==> src/rtl/saph_fpu_issue.sv <==
// Issue unit for the saph FPU interface: credit-gated request issue, tag pipeline and in-order response FIFO.
// Optional protocol checking (orphan / missing result, sticky err) is built when SAPH_FPU_ISSUE_CHK_EN is defined.
module saph_fpu_issue #(
    parameter int LATENCY   = 2,
    parameter int RES_DEPTH = 4,
    parameter int TAG_W     = 4
) (
    input  logic             clk,
    input  logic             rst,
    input  logic             req_valid,
    output logic             req_ready,
    input  logic [1:0]       req_mode,
    input  logic [31:0]      req_lhs,
    input  logic [31:0]      req_rhs,
    input  logic [TAG_W-1:0] req_tag,
    output logic             fpi_d_trig,
    output logic [1:0]       fpi_d_mode,
    output logic [31:0]      fpi_d_lhs,
    output logic [31:0]      fpi_d_rhs,
    input  logic             fpi_d_ready,
    input  logic             fpi_q_trig,
    input  logic [31:0]      fpi_q_res,
    output logic             rsp_valid,
    input  logic             rsp_ready,
    output logic [31:0]      rsp_res,
    output logic [TAG_W-1:0] rsp_tag,
    output logic             err
);
    localparam int CNT_W = $clog2(RES_DEPTH + 1);
    localparam int PTR_W = $clog2(RES_DEPTH);

    logic [CNT_W-1:0] cnt_r;
    logic [CNT_W-1:0] cnt_nxt_s;
    logic [CNT_W-1:0] fcnt_r;
    logic [PTR_W-1:0] wr_ptr_r;
    logic [PTR_W-1:0] rd_ptr_r;
    logic [31:0]      mem_res_r [RES_DEPTH];
    logic [TAG_W-1:0] mem_tag_r [RES_DEPTH];
    logic             slot_v_s;
    logic [TAG_W-1:0] slot_tag_s;
    logic             push_s;
    logic             pop_s;

    // A pop in the same cycle does not free a credit: ready looks only at the registered count.
    assign req_ready  = !rst && fpi_d_ready && (cnt_r < CNT_W'(RES_DEPTH));
    assign fpi_d_trig = req_valid && req_ready;
    assign fpi_d_mode = req_mode;
    assign fpi_d_lhs  = req_lhs;
    assign fpi_d_rhs  = req_rhs;

    generate
        if (LATENCY == 0) begin : g_slot_wire
            assign slot_v_s   = fpi_d_trig;
            assign slot_tag_s = req_tag;
        end else begin : g_slot_pipe
            logic [LATENCY-1:0] pv_r;
            logic [TAG_W-1:0]   pt_r [LATENCY];

            // Tag shift register tracking ops in the responder pipeline.
            always_ff @(posedge clk or posedge rst) begin
                if (rst) begin
                    pv_r <= '0;
                    for (int i = 0; i < LATENCY; i++) pt_r[i] <= '0;
                end else begin
                    pv_r[0] <= fpi_d_trig;
                    pt_r[0] <= req_tag;
                    for (int i = 1; i < LATENCY; i++) begin
                        pv_r[i] <= pv_r[i-1];
                        pt_r[i] <= pt_r[i-1];
                    end
                end
            end

            assign slot_v_s   = pv_r[LATENCY-1];
            assign slot_tag_s = pt_r[LATENCY-1];
        end
    endgenerate

    assign push_s    = fpi_q_trig && slot_v_s;
    assign rsp_valid = (fcnt_r != '0);
    assign pop_s     = rsp_valid && rsp_ready;
    assign rsp_res   = mem_res_r[rd_ptr_r];
    assign rsp_tag   = mem_tag_r[rd_ptr_r];

`ifdef SAPH_FPU_ISSUE_CHK_EN
    logic rel_r;
    logic err_r;

    // Sticky protocol error plus one-cycle credit release for a missing result.
    always_ff @(posedge clk or posedge rst) begin
        if (rst) begin
            rel_r <= 1'b0;
            err_r <= 1'b0;
        end else begin
            rel_r <= slot_v_s && !fpi_q_trig;
            err_r <= err_r || (fpi_q_trig != slot_v_s);
        end
    end

    assign err = err_r;
`else
    assign err = 1'b0;
`endif

    // Next credit count: issue adds, pop (and a released missing result) subtracts.
    always_comb begin
        cnt_nxt_s = cnt_r;
        case ({fpi_d_trig, pop_s})
            2'b10:   cnt_nxt_s = cnt_r + CNT_W'(1);
            2'b01:   cnt_nxt_s = cnt_r - CNT_W'(1);
            default: cnt_nxt_s = cnt_r;
        endcase
`ifdef SAPH_FPU_ISSUE_CHK_EN
        if (rel_r) begin
            cnt_nxt_s = cnt_nxt_s - CNT_W'(1);
        end else begin
            cnt_nxt_s = cnt_nxt_s;
        end
`endif
    end

    // Credit counter, FIFO pointers and occupancy.
    always_ff @(posedge clk or posedge rst) begin
        if (rst) begin
            cnt_r    <= '0;
            fcnt_r   <= '0;
            wr_ptr_r <= '0;
            rd_ptr_r <= '0;
        end else begin
            cnt_r <= cnt_nxt_s;
            if (push_s) wr_ptr_r <= wr_ptr_r + PTR_W'(1);
            if (pop_s)  rd_ptr_r <= rd_ptr_r + PTR_W'(1);
            case ({push_s, pop_s})
                2'b10:   fcnt_r <= fcnt_r + CNT_W'(1);
                2'b01:   fcnt_r <= fcnt_r - CNT_W'(1);
                default: fcnt_r <= fcnt_r;
            endcase
        end
    end

    // FIFO storage; contents are don't-care while empty so no reset is needed.
    always_ff @(posedge clk) begin
        if (push_s) begin
            mem_res_r[wr_ptr_r] <= fpi_q_res;
            mem_tag_r[wr_ptr_r] <= slot_tag_s;
        end
    end
endmodule

==> config.mk <==
export PLATFORM = sky130hd
export DESIGN_NAME = saph_fpu_issue
export DESIGN_NICKNAME = d
export VERILOG_FILES = /design/src/rtl/saph_fpu_issue.sv
export SDC_FILE = /design/constraint.sdc
export NUM_CORES = 1
export LEC_CHECK = 0
export BUFFER_PORTS_ARGS = -buffer_cell sky130_fd_sc_hd__buf_2
export CAP_MARGIN = 20
export CORE_UTILIZATION = 35
export DETAILED_ROUTE_END_ITERATION = 12
export PLACE_DENSITY = 0.6
export SYNTH_ARGS = -nofsm -noshare
export SYNTH_HDL_FRONTEND = slang
export SYNTH_SLANG_ARGS = --single-unit
==> constraint.sdc <==
create_clock -name clk -period 2.5 [get_ports clk]
set_clock_uncertainty 0.1 [all_clocks]
set_input_delay 0.375 -clock clk [delete_from_list [all_inputs] [get_ports clk]]
set_output_delay 0.375 -clock clk [all_outputs]
set_load 0.1 [all_outputs]
; Word level (Yosys, flattened, before mapping)
; Memories as Yosys holds them, arrays and structs flattened.
; Cells that the tools add are included.
[word_totals]
ramBits = 144
reg_bits = 20
in_bits = 108
output_inout_bits = 106
mem_count = 2
elab_cells = 33
[op_classes]
n_mux = 4
eq_ne = 4
addsub = 6
n_reduce_logical = 9
order_cmp = 1
[mem_list]
columns = name, words, word_bits, read_ports, rd_ports_with_merged_regs, write_ports, line_no
row1 = mem_res_r, 4, 32, 1, 0, 1, 37  ; logic [31:0] mem_res_r [RES_DEPTH];
row2 = mem_tag_r, 4, 4, 1, 0, 1, 38  ; logic [TAG_W-1:0] mem_tag_r [RES_DEPTH];
[op_table]
columns = operator, count
row1 = one-hot mux 3 bit (2 select lines), 2
row2 = adder 3 x 1 -> 3 bit (second input constant), 2
row3 = subtractor 3 x 1 -> 3 bit (second input constant), 2
row4 = logical AND 1 bit, 5
row5 = adder 2 x 1 -> 2 bit (second input constant), 2
row6 = == test 2 x 1 -> 1 bit (second input constant), 2
row7 = == test 2 bit (second input constant), 2
row8 = nonzero test 2 bit, 2
row9 = < comparator 3 bit (second input constant), 1
row10 = nonzero test 3 bit, 1
row11 = two-way mux 1 bit, 2
row12 = logical NOT 1 bit, 1

; Longest topological paths before layout
; Gate-level depths: netlist of the first run.
[logic_depth]
depth_word = 6
ltp_mapped = 8
mapped_depth_nobuf = 8

; Worst setup path before layout of the first run
; Ideal clock, no wire load.
[synth_timing]
kind = input to output
startpoint = input port rst
endpoint = output port fpi_d_trig
slack_ns = -1.576
path_stages = 3
n_path_buf = 0
arrival_ns = 3.601
t_required_ns = 2.025
cell_sequence = nor3b_1 -> nand2_1 -> inv_1
[synth_via]
elab_chain_len = 4
[synth_rtl]
columns = item, line_no
row1 = start: declaration, 9  ; input logic rst,
row2 = logical NOT 1 bit (no source line), --
row3 = logical AND 1 bit (2 in series), 45  ; assign req_ready = !rst && fpi_d_ready && (cnt_r < CNT_W'(RES_DEPTH));
row4 = logical AND 1 bit, 46  ; assign fpi_d_trig = req_valid && req_ready;
row5 = end: declaration, 16  ; output logic fpi_d_trig,
; No other way between the ends.

; Final worst setup path of the first run
[layout_timing]
startpoint = register rd_ptr_r[0]
endpoint = output port rsp_res[8]
[layout_via]
elab_chain_len = 1
[layout_rtl]
columns = item, line_no
row1 = start: declaration, 36  ; logic [PTR_W-1:0] rd_ptr_r;
row2 = start signal: assignment, 132  ; if (pop_s) rd_ptr_r <= rd_ptr_r + PTR_W'(1);
row3 = memory read (4 x 32 bit), --
row4 = end: declaration, 25  ; output logic [31:0] rsp_res,
; No other way between the ends.

==> impl_results.md, run 1 <==
- Final WS setup: 0.0839 ns
- Fin. Hold Viols: 0
- Port Buffer Count: 80
- Maximum vdd drop: 522 uV
- Ys Warns: 0
- Clk buf depth: 2
- Max stage delay on crit path: 0.56 ns
- Placed cell areas: 0.00699 mm^2
- Antenna-violating nets left: 0
- Pwr dens: 1320 mW/mm^2
- Crit-path cells: buf_12 > mux4_2 > buf_2
- Met1 wire length: 4590 um
- Final period util: 96.6%
- Hpwl dp: 7400 um
- LEAKAGE: 2.68 nW
- Worst slack, placed: 0.499 ns
- H-tree depth: 4
- Cells after Synth: 318
- WL met2: 5930 um
- Slew @ Worst Pin: 0.799 ns
- CTS tree: yes
- Fillcell total: 1591
- Die H: 139 um
- Outcome: complete, but fails checks
- FMAX: 414 MHz
- Row count: 49
- Minimum clock period: 2.42 ns
- Root Driver: clkbuf_16
- Largest net degree at the start of global routing: 37
- Layout cell share with drive strength beyond 1: 43.6%
- Worst path bufs/invs: 2
- Commonest non-fill, non-tap cell in the layout: edfxtp_1
- CORE AREA: 0.0181 mm^2
- Antenna Cells: 0
- Final core occ: 41.7%
- Tot Pwr: 0.0100 W
- Worst min path class: primary input to asynchronous set/reset pin
- GRT Total Usage: 13.0%
- Cts repair resizes: 0
- Hold slack: 0.0347 ns
- Chip width: 139 um
- Fin nets: 470
- Slew Limit Fails: 0
- CP required: 2.03 ns
- WL/cell: 19.7 um
- Reg-to-Reg End: cnt_r[2]
- Gr ovfl total: 0
- Max-Cap Viols: 0
- 1st-iter DRT viols: 159
- Synth unique cells: 21
- Clock-pin slew on the worst setup and hold paths: 0.06 ns
- Worst R2R Start: fcnt_r[0]
- Crit. End Element: output pin
- Slowest CP cell: mux4_2
- Mapped cell area: 0.00655 mm^2
- Syn Area/Cell: 20.6 um^2
- Met3 WL: 855 um
- Post-CTS Setup Bufs: 0
- Slew headroom: 46.7%
- Crit-path max FO: 26
- Critical path class: flop to output pin
- Reg2reg setup slack: 0.57 ns
- Vias per cell: 4.75
- Uppermost routed layer: met4
- Detailed-router iteration count before antenna repair: 8
- Number of global-route vias before repair: 3185
- Critical path arrival: 1.94 ns
- P&R area growth vs syn: 15.4%
- Die area: 0.0193 mm^2
- Worst reg2reg path depth: 7
- Initial antenna violation count: 0
- Seq/Total Area, Yosys: 73.7%
- Total vias in the final route: 2832
- Drt drc: 8
- Final setup vio count: 0
- Mapped Nets: 434
- CTS Buf Count: 17
- Post-route cell area: 0.00756 mm^2
- Crit-path leading delay family: multiplexers
- Clock Latency Late Sink: 0.43 ns
- Startpoint type of the worst setup path: flop
- RSZ-0062 raised after global routing: false
- Ports: 214
- Initial Util: 36.1%
- Failing checks: DRC
- RePlAce Congestion: 0.728
- Commonest cells after routing, fill and taps aside: edfxtp_1 (144), buf_2 (67), mux4_2 (36)
- Yosys reg bits: 164
- First-pass GRT wire length: 18200 um
- Final wirelength: 11800 um
- CTS Hold Bufs: 4
- Sink Count: 164
==> synthesized netlist by cell type <==
cell        n  area [um^2]
dfrtp_1    20          500
xnor2_1     4         35.0
buf_6       1         11.3
or3_1       1         6.26
nor2_1      2         7.51
ha_1        6         75.1
fa_1        2         40.0
edfxtp_1  144         4320
inv_1      10         37.5
xor2_1      5         43.8
conb_1      1         3.75
mux2i_1     2         20.0
buf_2       4         20.0
buf_12      2         40.0
mux4_2     36          811
buf_4      68          510
nor3b_1     1         7.51
mux2_2      1         11.3
and3_1      4         25.0
o31a_1      1         8.76
nand2_1     3         11.3
==> flip-flops by register name, summed over array words and instances, names as in the netlist <==
register and cells:
cnt_r 3, fcnt_r 3, g_slot_pipe.pt_r 4, g_slot_pipe.pv_r 2
mem_res_r 128, mem_tag_r 16, rd_ptr_r 2, slot_tag_s 4
wr_ptr_r 2
==> where the power goes <==
part           switching (W)  internal, W  total [W]
registers          0.0000856      0.00313    0.00322
clock network        0.00106      0.00127    0.00233
logic                0.00318      0.00129    0.00447
==> cell type report <==
| type | count | area [um^2] | share of cell area (%) |
|---|---|---|---|
| flip-flops and latches | 164 | 4830 | 63.8 |
| multi-input cells | 69 | 1120 | 14.8 |
| repair buffers | 92 | 758 | 10.0 |
| clock buffers | 17 | 425 | 5.63 |
| well taps | 229 | 287 | 3.79 |
| clock inverters | 15 | 104 | 1.37 |
| inverters | 10 | 37.5 | 0.496 |
==> routing by layer <==
layer / vias up / global-route usage, %
li1: 1231 / -
met5: - / 0
met1: 1439 / 14.7
met3: 48 / 4.83
met4: 0 / 7.02
met2: 114 / 21.4
==> worst max path at each step <==
stage,from,depth (start not counted),slack [ns],to
after floorplan,cnt_r[2],3,-0.04,fpi_d_trig
after global placement,rd_ptr_r[0],3,0.53,rsp_res[8]
after detailed placement,rd_ptr_r[0],3,0.50,rsp_res[8]
after CTS,rd_ptr_r[0],3,0.03,rsp_res[8]
after global routing,rd_ptr_r[0],3,0.005,rsp_res[8]
final,rd_ptr_r[0],3,0.08,rsp_res[8]
==> worst register-to-register path, stage by stage, from the launching register on <==
cell     delay, ns
dfrtp_1       0.39
o31a_1        0.27
ha_1          0.23
inv_1         0.06
fa_1          0.38
xor2_1        0.16
nor2_1        0.12
xor2_1        0.16
==> stage by stage <==
step | TNS, ns | cells
2_1_floorplan | -0.0448 | 318
3_3_place_gp | 0 | 560
3_5_place_dp | 0 | 560
4_1_cts | 0 | 596
5_1_grt | 0 | 596
6_report | 0 | 596
==> cell families after synthesis <==
| group | after synthesis | share of synthesized area, % |
|---|---|---|
| AOI/OAI and AO/OA | 1 | 0.134 |
| muxes | 39 | 12.9 |
| xor gates and xnor gates | 9 | 1.20 |
| adders and majority gates | 8 | 1.76 |
| buffers and inverters | 85 | 9.46 |
| other | 1 | 0.0573 |
| DFF | 164 | 73.7 |
| and+or+nand+nor | 11 | 0.879 |
Note: power is estimated with default switching activity, not from simulation.
==> run 2: changes to the inputs <==
- CORE_ASPECT_RATIO: unset -> 1.5
==> run 2 against run 1 <==
Against the previous run: the run now ends clean; sequential cell count unchanged; sequential share of layout area down 1.3 points; global-route usage up 0.89 points; worst hold slack worse by 0.0027 ns; first-iteration DRC count up 27%; cell area up 2.1%; worst setup slack better by 0.023 ns; maximum frequency up 0.94%; clock-buffer cell count up 1; highest routed layer unchanged; routed wire length up 7.6%; cell count up 4.2%; combinational power up 1%.
==> impl_results.md, run 2 (synthesis gave the netlist of run 1 again) <==
- Crit-path max FO: 15 (was 26)
- Ports: 214 (unchanged)
- Antenna-violating nets left: 0 (unchanged)
- Final core occ: 42.7% (was 41.7%)
- Chip width: 114 um (was 139 um)
- Number of global-route vias before repair: 3183 (was 3185)
- Crit. End Element: output pin (unchanged)
- Clk buf depth: 2 (unchanged)
- Commonest cells after routing, fill and taps aside: edfxtp_1 (144), buf_2 (66), mux4_2 (36) (was edfxtp_1 (144), buf_2 (67), mux4_2 (36))
- Final setup vio count: 0 (unchanged)
- CP required: 2.03 ns (about the same)
- Post-route cell area: 0.00772 mm^2 (was 0.00756 mm^2)
- FMAX: 418 MHz (was 414 MHz)
- Die H: 170 um (was 139 um)
- RSZ-0062 raised after global routing: false (unchanged)
- Critical path arrival: 1.92 ns (was 1.94 ns)
- 1st-iter DRT viols: 202 (was 159)
- Placed cell areas: 0.00706 mm^2 (was 0.00699 mm^2)
- Hpwl dp: 8640 um (was 7400 um)
- P&R area growth vs syn: 17.9% (was 15.4%)
- Clock Latency Late Sink: 0.42 ns (was 0.43 ns)
- Minimum clock period: 2.39 ns (was 2.42 ns)
- Port Buffer Count: 80 (unchanged)
- Max stage delay on crit path: 0.62 ns (was 0.56 ns)
- Slew @ Worst Pin: 0.786 ns (was 0.799 ns)
- Worst path bufs/invs: 2 (unchanged)
- Placed cell count: 581 (was 560)
- Worst reg2reg path depth: 7 (unchanged)
- Detailed-router iteration count before antenna repair: 4 (was 8)
- Worst min path class: primary input to asynchronous set/reset pin (unchanged)
- Leading registers by flop count: mem_res_r x128, mem_tag_r x16 (unchanged)
- Largest net degree at the start of global routing: 26 (was 37)
- Sink Count: 164 (unchanged)
- Max reg flops: 128 (unchanged)
- Outcome: completed (was complete, but fails checks)
- Row count: 60 (was 49)
- Fin nets: 475 (was 470)
- Commonest non-fill, non-tap cell in the layout: edfxtp_1 (unchanged)
- Startpoint type of the worst setup path: flop (unchanged)
- RePlAce Congestion: 0.679 (was 0.728)
- Initial Util: 36.2% (was 36.1%)
- Setup TNS Final: 0 ns (unchanged)
- Final period util: 95.7% (was 96.6%)
- CORE AREA: 0.0181 mm^2 (about the same)
- Most flops, register: mem_res_r (unchanged)
- WL/cell: 20.4 um (was 19.7 um)
- Slew headroom: 47.5% (was 46.7%)
- Final wirelength: 12700 um (was 11800 um)
- H-tree depth: 4 (unchanged)
- Crit-path leading delay family: flip-flops (was multiplexers)
- Critical path class: flop to output pin (unchanged)
- Tot Pwr: 0.0104 W (was 0.0100 W)
- Crit-path cells: buf_4 > mux4_2 > buf_12 (was buf_12 > mux4_2 > buf_2)
- GRT Total Usage: 13.9% (was 13.0%)
- Slew Limit Fails: 0 (unchanged)
- First-pass GRT wire length: 19000 um (was 18200 um)
- Root Driver: clkbuf_16 (unchanged)
- Initial antenna violation count: 1 (was 0)
- Drt drc: 0 (was 8)
- LEAKAGE: 2.75 nW (was 2.68 nW)
- Vias per cell: 4.59 (was 4.75)
- Total vias in the final route: 2852 (was 2832)
- Max-Cap Viols: 0 (unchanged)
- Die area: 0.0193 mm^2 (about the same)
- Finished Layout Cells: 621 (was 596)
- Pwr dens: 1340 mW/mm^2 (was 1320 mW/mm^2)
- Layout cell share with drive strength beyond 1: 45.4% (was 43.6%)
- Worst path depth: 3 (unchanged)
- Slowest CP cell: dfrtp_2 (was mux4_2)
- Maximum vdd drop: 495 uV (was 522 uV)
- Gr ovfl total: 0 (unchanged)
- CTS Buf Count: 17 (unchanged)
- Fin. Hold Viols: 0 (unchanged)
- CTS tree: yes (unchanged)
- Clock-pin slew on the worst setup and hold paths: 0.07 ns (was 0.06 ns)
==> run 2: cell count changes in the layout (fill, tap and decap cells not counted), sizes merged <==
cell,before,now
clkinv,8,1
inv,15,22
buf,88,93
clkbuf,17,18
clkinvlp,2,1
diode,0,1
==> run 2: power breakdown <==
group	switching (W)	internal [W]	leakage (nW)
logic	0.00312	0.00139	0.930
clock network	0.00117	0.00140	0.292
registers	0.000158	0.00313	1.53
total	0.00445	0.00593	2.75
==> run 2: worst register-to-register path, delay by kind of cell (launching register included) <==
kind                     cells  cell delay, ns
AO/OA/AOI/OAI                1            0.31
XOR/XNOR                     2            0.30
adder cells (fa/ha/maj)      2            0.62
buffers and inverters        1            0.06
flip-flops                   1            0.40
AND/OR/NAND/NOR              1            0.12
==> run 2: layout make-up <==
type / instances / area [um^2]
inverters: 10 / 37.5
clock inverters: 14 / 144
diodes: 1 / 2.50
flip-flops and latches: 164 / 4830
clock buffers: 18 / 450
multi-input cells: 69 / 1120
fillers: 1557 / 10400
repair buffers: 97 / 823
well taps: 248 / 310
==> run 2: final timing paths <==
check                                          from             endpoint  slack [ns]
worst max register to register            fcnt_r[0]             cnt_r[2]        0.53
worst min-delay path                            rst  g_slot_pipe.pt_r[4]        0.03
min in group clk                       fpi_q_res[0]      mem_res_r[1][0]        0.07
worst max-delay path                    rd_ptr_r[1]           rsp_res[7]        0.11
worst min register to register  g_slot_pipe.pv_r[0]  g_slot_pipe.pv_r[1]        0.25
max in group asynchronous                       rst          rd_ptr_r[0]        1.68
==> run 2: per-stage QoR <==
step | hold slack [ns] | setup WS, ns
after CTS | 0.0487 | 0.0351
after detailed placement | 0.235 | 0.385
after global routing | 0.0459 | 0.0127
after floorplan | 0.231 | -0.0448
after global placement | 0.234 | 0.395
final | 0.0320 | 0.106
==> run 2: layer usage <==
layer / vias to the layer above / wire [um] / global-route usage (%)
met5: - / 0 / 0
li1: 1242 / - / -
met3: 80 / 903 / 4.64
met4: 0 / 790 / 10.5
met2: 102 / 6690 / 23.8
met1: 1428 / 4270 / 13.8
==> run 2: timing repair <==
action / in CTS / in global routing
resized for setup: 2 / 0
setup buffers: 3 / 0
endpoints found under the setup margin: 28 / 0
hold buffers: 4 / 0
endpoints found under the hold margin: 4 / 0
